### src/rtl/alu_pkg.sv
// Shared ALU definitions used by alu_pipeline, alu_result_buffer and the writeback stage.
package alu_pkg;

  localparam int unsigned ALU_DATA_W   = 8;
  localparam int unsigned ALU_RB_DEPTH = 4;

  typedef logic [ALU_DATA_W-1:0] alu_result_t;

endpackage

### src/rtl/alu_rb_mem.sv
// Result buffer storage: one synchronous write port, one asynchronous read port.
// Contents are deliberately not reset; occupancy tracking makes stale entries invisible.
module alu_rb_mem #(
  parameter int unsigned DEPTH = 4,
  parameter int unsigned WIDTH = 8
) (
  input  logic                     clk,
  input  logic                     we_i,
  input  logic [$clog2(DEPTH)-1:0] waddr_i,
  input  logic [WIDTH-1:0]         wdata_i,
  input  logic [$clog2(DEPTH)-1:0] raddr_i,
  output logic [WIDTH-1:0]         rdata_o
);

  logic [WIDTH-1:0] mem_q [DEPTH];

  always_ff @(posedge clk) begin
    if (we_i) begin
      mem_q[waddr_i] <= wdata_i;
    end
  end

  assign rdata_o = mem_q[raddr_i];

endmodule

### src/rtl/alu_result_buffer.sv
// Elastic FIFO between alu_pipeline and its consumer; drops (and flags) pushes when full.
// Optional even-parity per entry and out_parity port when ALU_RESULT_PARITY_EN is defined.
module alu_result_buffer
  import alu_pkg::*;
#(
  parameter int unsigned DATA_W = ALU_DATA_W,
  parameter int unsigned DEPTH  = ALU_RB_DEPTH,
  parameter int unsigned CNT_W  = 16
) (
  input  logic                     clk,
  input  logic                     reset,
  input  logic                     in_valid,
  input  logic [DATA_W-1:0]        in_data,
  output logic                     in_ready,
  output logic                     out_valid,
  output logic [DATA_W-1:0]        out_data,
  input  logic                     out_ready,
  output logic [$clog2(DEPTH):0]   count,
  output logic                     overflow,
  input  logic                     clr_overflow,
`ifdef ALU_RESULT_PARITY_EN
  output logic                     out_parity,
`endif
  output logic [CNT_W-1:0]         accepted_cnt
);

  localparam int unsigned PTR_W = $clog2(DEPTH);
  localparam int unsigned OCC_W = PTR_W + 1;
`ifdef ALU_RESULT_PARITY_EN
  localparam int unsigned PAR_W = 1;
`else
  localparam int unsigned PAR_W = 0;
`endif
  localparam int unsigned MEM_W = DATA_W + PAR_W;

  logic [PTR_W-1:0] wr_ptr_q, wr_ptr_d;
  logic [PTR_W-1:0] rd_ptr_q, rd_ptr_d;
  logic [OCC_W-1:0] count_q, count_d;
  logic             ovf_q, ovf_d;
  logic [CNT_W-1:0] acc_q, acc_d;

  logic             full_c, empty_c, push_c, pop_c, drop_c;
  logic [MEM_W-1:0] wdata_c, rdata_c;

  // Handshake flags depend only on the occupancy register.
  assign full_c  = (count_q == OCC_W'(DEPTH));
  assign empty_c = (count_q == '0);
  assign push_c  = in_valid & ~full_c;
  assign pop_c   = ~empty_c & out_ready;
  assign drop_c  = in_valid & full_c;

  always_comb begin
    wr_ptr_d = wr_ptr_q;
    rd_ptr_d = rd_ptr_q;
    count_d  = count_q;
    acc_d    = acc_q;
    ovf_d    = drop_c | (ovf_q & ~clr_overflow);
    if (push_c) begin
      wr_ptr_d = wr_ptr_q + PTR_W'(1);
    end
    if (pop_c) begin
      rd_ptr_d = rd_ptr_q + PTR_W'(1);
    end
    unique case ({push_c, pop_c})
      2'b10:   count_d = count_q + OCC_W'(1);
      2'b01:   count_d = count_q - OCC_W'(1);
      default: count_d = count_q;
    endcase
    // Debug counter saturates instead of wrapping.
    if (push_c && (acc_q != {CNT_W{1'b1}})) begin
      acc_d = acc_q + CNT_W'(1);
    end
  end

  always_ff @(posedge clk or negedge reset) begin
    if (!reset) begin
      wr_ptr_q <= '0;
      rd_ptr_q <= '0;
      count_q  <= '0;
      ovf_q    <= 1'b0;
      acc_q    <= '0;
    end else begin
      wr_ptr_q <= wr_ptr_d;
      rd_ptr_q <= rd_ptr_d;
      count_q  <= count_d;
      ovf_q    <= ovf_d;
      acc_q    <= acc_d;
    end
  end

`ifdef ALU_RESULT_PARITY_EN
  assign wdata_c    = {^in_data, in_data};
  assign out_parity = rdata_c[DATA_W];
`else
  assign wdata_c    = in_data;
`endif

  alu_rb_mem #(
    .DEPTH (DEPTH),
    .WIDTH (MEM_W)
  ) u_mem (
    .clk     (clk),
    .we_i    (push_c),
    .waddr_i (wr_ptr_q),
    .wdata_i (wdata_c),
    .raddr_i (rd_ptr_q),
    .rdata_o (rdata_c)
  );

  assign out_data     = rdata_c[DATA_W-1:0];
  assign in_ready     = ~full_c;
  assign out_valid    = ~empty_c;
  assign count        = count_q;
  assign overflow     = ovf_q;
  assign accepted_cnt = acc_q;

endmodule

### config.mk
export PLATFORM = sky130hd
export DESIGN_NAME = alu_result_buffer
export DESIGN_NICKNAME = d
export VERILOG_FILES = /design/src/rtl/alu_pkg.sv /design/src/rtl/alu_rb_mem.sv /design/src/rtl/alu_result_buffer.sv
export SDC_FILE = /design/constraint.sdc
export NUM_CORES = 1
export LEC_CHECK = 0
export CAP_MARGIN = 20
export CORE_ASPECT_RATIO = 0.7
export CORE_UTILIZATION = 52
export DETAILED_ROUTE_END_ITERATION = 10
export PLACE_DENSITY = 0.87
export SLEW_MARGIN = 25
export SYNTH_ARGS = -nofsm -noshare
export SYNTH_HDL_FRONTEND = slang
export SYNTH_SLANG_ARGS = --single-unit
### constraint.sdc
create_clock -name clk -period 2.5 [get_ports clk]
set_clock_uncertainty 0.1 [all_clocks]
set_input_delay 0.5 -clock clk [delete_from_list [all_inputs] [get_ports clk]]
set_output_delay 0.5 -clock clk [all_outputs]
set_load 0.1 [all_outputs]
==> flow_metrics.tcl <==
set metrics [dict create \
    outcome "finished with violations" \
    violations "design-rule violations" \
    syn_nets 177 \
    synth_compound_area_share_pct 4.26 \
    wl_met3_um 261 \
    synth_edf_count 32 \
    rows 20 \
    wl_met1_mm 2.13 \
    clk_pin_slew_ns 0.09 \
    cts_sinks 56 \
    max_freq_mhz 434 \
    grt_pass1_wl_mm 7.50 \
    finalHoldViolations 0 \
    layout_common_cells "edfxtp_1, buf_4, dfrtp_1, clkdlybuf4s50_1, xor2_1" \
    ys_ff_latch 56 \
    syn_avg_cell_area_um2 15.5 \
    route.detailed.drc 3 \
    grt_usage_pct 20.3 \
    fin_setup_tns_ns 0 \
    cts_made_buffers 5 \
    finalCritPeriodShare_pct 92.2 \
    synthAdderAreaFrac_pct 3.90 \
    tightest_slew_ns 0.532 \
    rsz0062_at_grt "no" \
    grt_max_degree 17 \
    required_ns 1.90 \
    maxSlewHeadroom_pct 64.4 \
    die_h_um 59.3 \
    synth_warnings 0 \
    routedWlPerCell_um 18.0 \
    critPathMaxFanout 8 \
    cts_max_level 2 \
    antenna_found_initial 0 \
    top_layer_used "met4" \
    startpoint_type "flip-flop" \
    hp-class "reg2reg" \
    cts_hold_buf 0 \
    synth_flop_cell "edfxtp_1" \
    cts_root_buf "clkbuf_8" \
    boundaryPins 43 \
    instances_no_fill 261 \
    tritoncts "built" \
    synth.distinct_cells 38 \
    worstSetupPathType "reg2out" \
    port-buffer-count 42 \
    period_minus_slack_ns 2.30 \
    place_hpwl_mm 3.36 \
    crit_path_end_kind "output pin" \
    final_antenna_net_count 0 \
    cts_setup_buffers 0 \
    postRouteWirelength_mm 4.70 \
    final-max-slew-violation-count 0 \
    drive_gt1_share_pct 30.6 \
    die_width_um 83.9 \
    dr_total_vias 1488 \
    vias_per_cell 5.70 \
    yosys.area_share.simple_pct 9.59 \
    synth_seq_area_share_pct 64.0 \
    wl_met2_mm 2.28 \
    layout.nets 225 \
    setup_violations 0 \
    drt_iter0_drc 129 \
    grt_pass1_vias 1449 \
    clk_path_buf_depth 2 \
    gp_congestion 0.844 \
    synth_xor_xnor_area_share_pct 6.46 \
    crit_arrival_ns 1.70 \
    async_reset_ff_share_pct 42.9 \
    area_growth_pct 26.0 \
    dieArea_um2 4970 \
    max_cap_viol_count 0 \
    syn-instance-count 157 \
    cts_resized 0 \
    core_um2 4430 \
    netlist_area_um2 2440 \
    final_common_cell "edfxtp_1" \
    firstDrtPassIters 7 \
    synth_mux_area_share_pct 8.72 \
    start_util_pct 55.1 \
    synth_top_family_by_area "simple AND/OR/NAND/NOR gates" \
    grt.overflow.total 0 \
    antenna_cells 0 \
    place_inst 253 \
    clk_latency_ns 0.30 \
]
## final cells by class
cell class	count	area, um2
sequential	56	1570
fill	278	1360
multi-input combinational	86	817
timing repair buffer	47	495
clock buffer	6	72.6
tap	55	68.8
inverter	9	36.3
clock inverter	2	11.3
## metal layers
metal | track usage (%) | up-vias
met5 | 0 | -
met4 | 5.67 | 0
met3 | 4.74 | 5
met2 | 33.8 | 52
met1 | 27.4 | 746
li1 | - | 685
## cells by family after synthesis
group	after synthesis
AO/OA/AOI/OAI	12
XOR/XNOR	18
adder cells (fa/ha/maj)	7
buffers and inverters	15
flip-flops	56
multiplexers	11
AND/OR/NAND/NOR	38
## per-stage QoR
step / cell area, um2 / hold WS (ns) / util [%] / setup WS (ns)
floorplan: 2470 / 0.104 / - / 0.0249
global placement: 2990 / 0.386 / 67.5 / 0.202
detailed placement: 2990 / 0.389 / 67.5 / 0.0590
CTS: 3070 / 0.406 / 69.4 / 0.167
global route: 3070 / 0.443 / 69.4 / 0.0314
finish: 3070 / 0.401 / 69.4 / 0.195
## sequential cells by signal, indices dropped and copies added (netlist names)
signal	flops
accepted_cnt	16
count	3
overflow	1
rd_ptr_q	2
u_mem.mem_q	32
wr_ptr_q	2
## critical path: stages, from the launching register on
cell     delay (ns)
dfrtp_1        0.40
buf_4          0.23
mux4_2         0.57
buf_12         0.19
## synthesized netlist by cell type (all sizes together), types with 3 or more instances
cell    instances  share of area (%)
nand3           6                1.4
nand2           6               0.92
nand4           5                1.3
and4            3                1.2
buf             6                1.7
xor2           11                3.9
ha              6                3.1
xnor2           7                2.5
mux4            8                7.4
a21oi           3               0.77
nor3            3               0.62
dfrtp          24                 25
inv             9                1.4
edfxtp         32                 39
and3            7                2.0
## path summary, 6_finish.rpt
check / startpoint / to / slack, ns / depth (start not counted)
min in group asynchronous: reset / accepted_cnt[0] / 0.44 / 1
worst max-delay path: rd_ptr_q[0] / out_data[4] / 0.20 / 3
worst min-delay path: accepted_cnt[15] / accepted_cnt[15] / 0.40 / 1
worst max register to register: count[1] / count[2] / 0.20 / 9
max in group asynchronous: reset / accepted_cnt[12] / 1.27 / 2
worst min register to register: accepted_cnt[15] / accepted_cnt[15] / 0.40 / 1
Power is left out: the tool's default activity adds up to more than one toggle a clock period on the data nets, which glitch-free logic cannot reach.
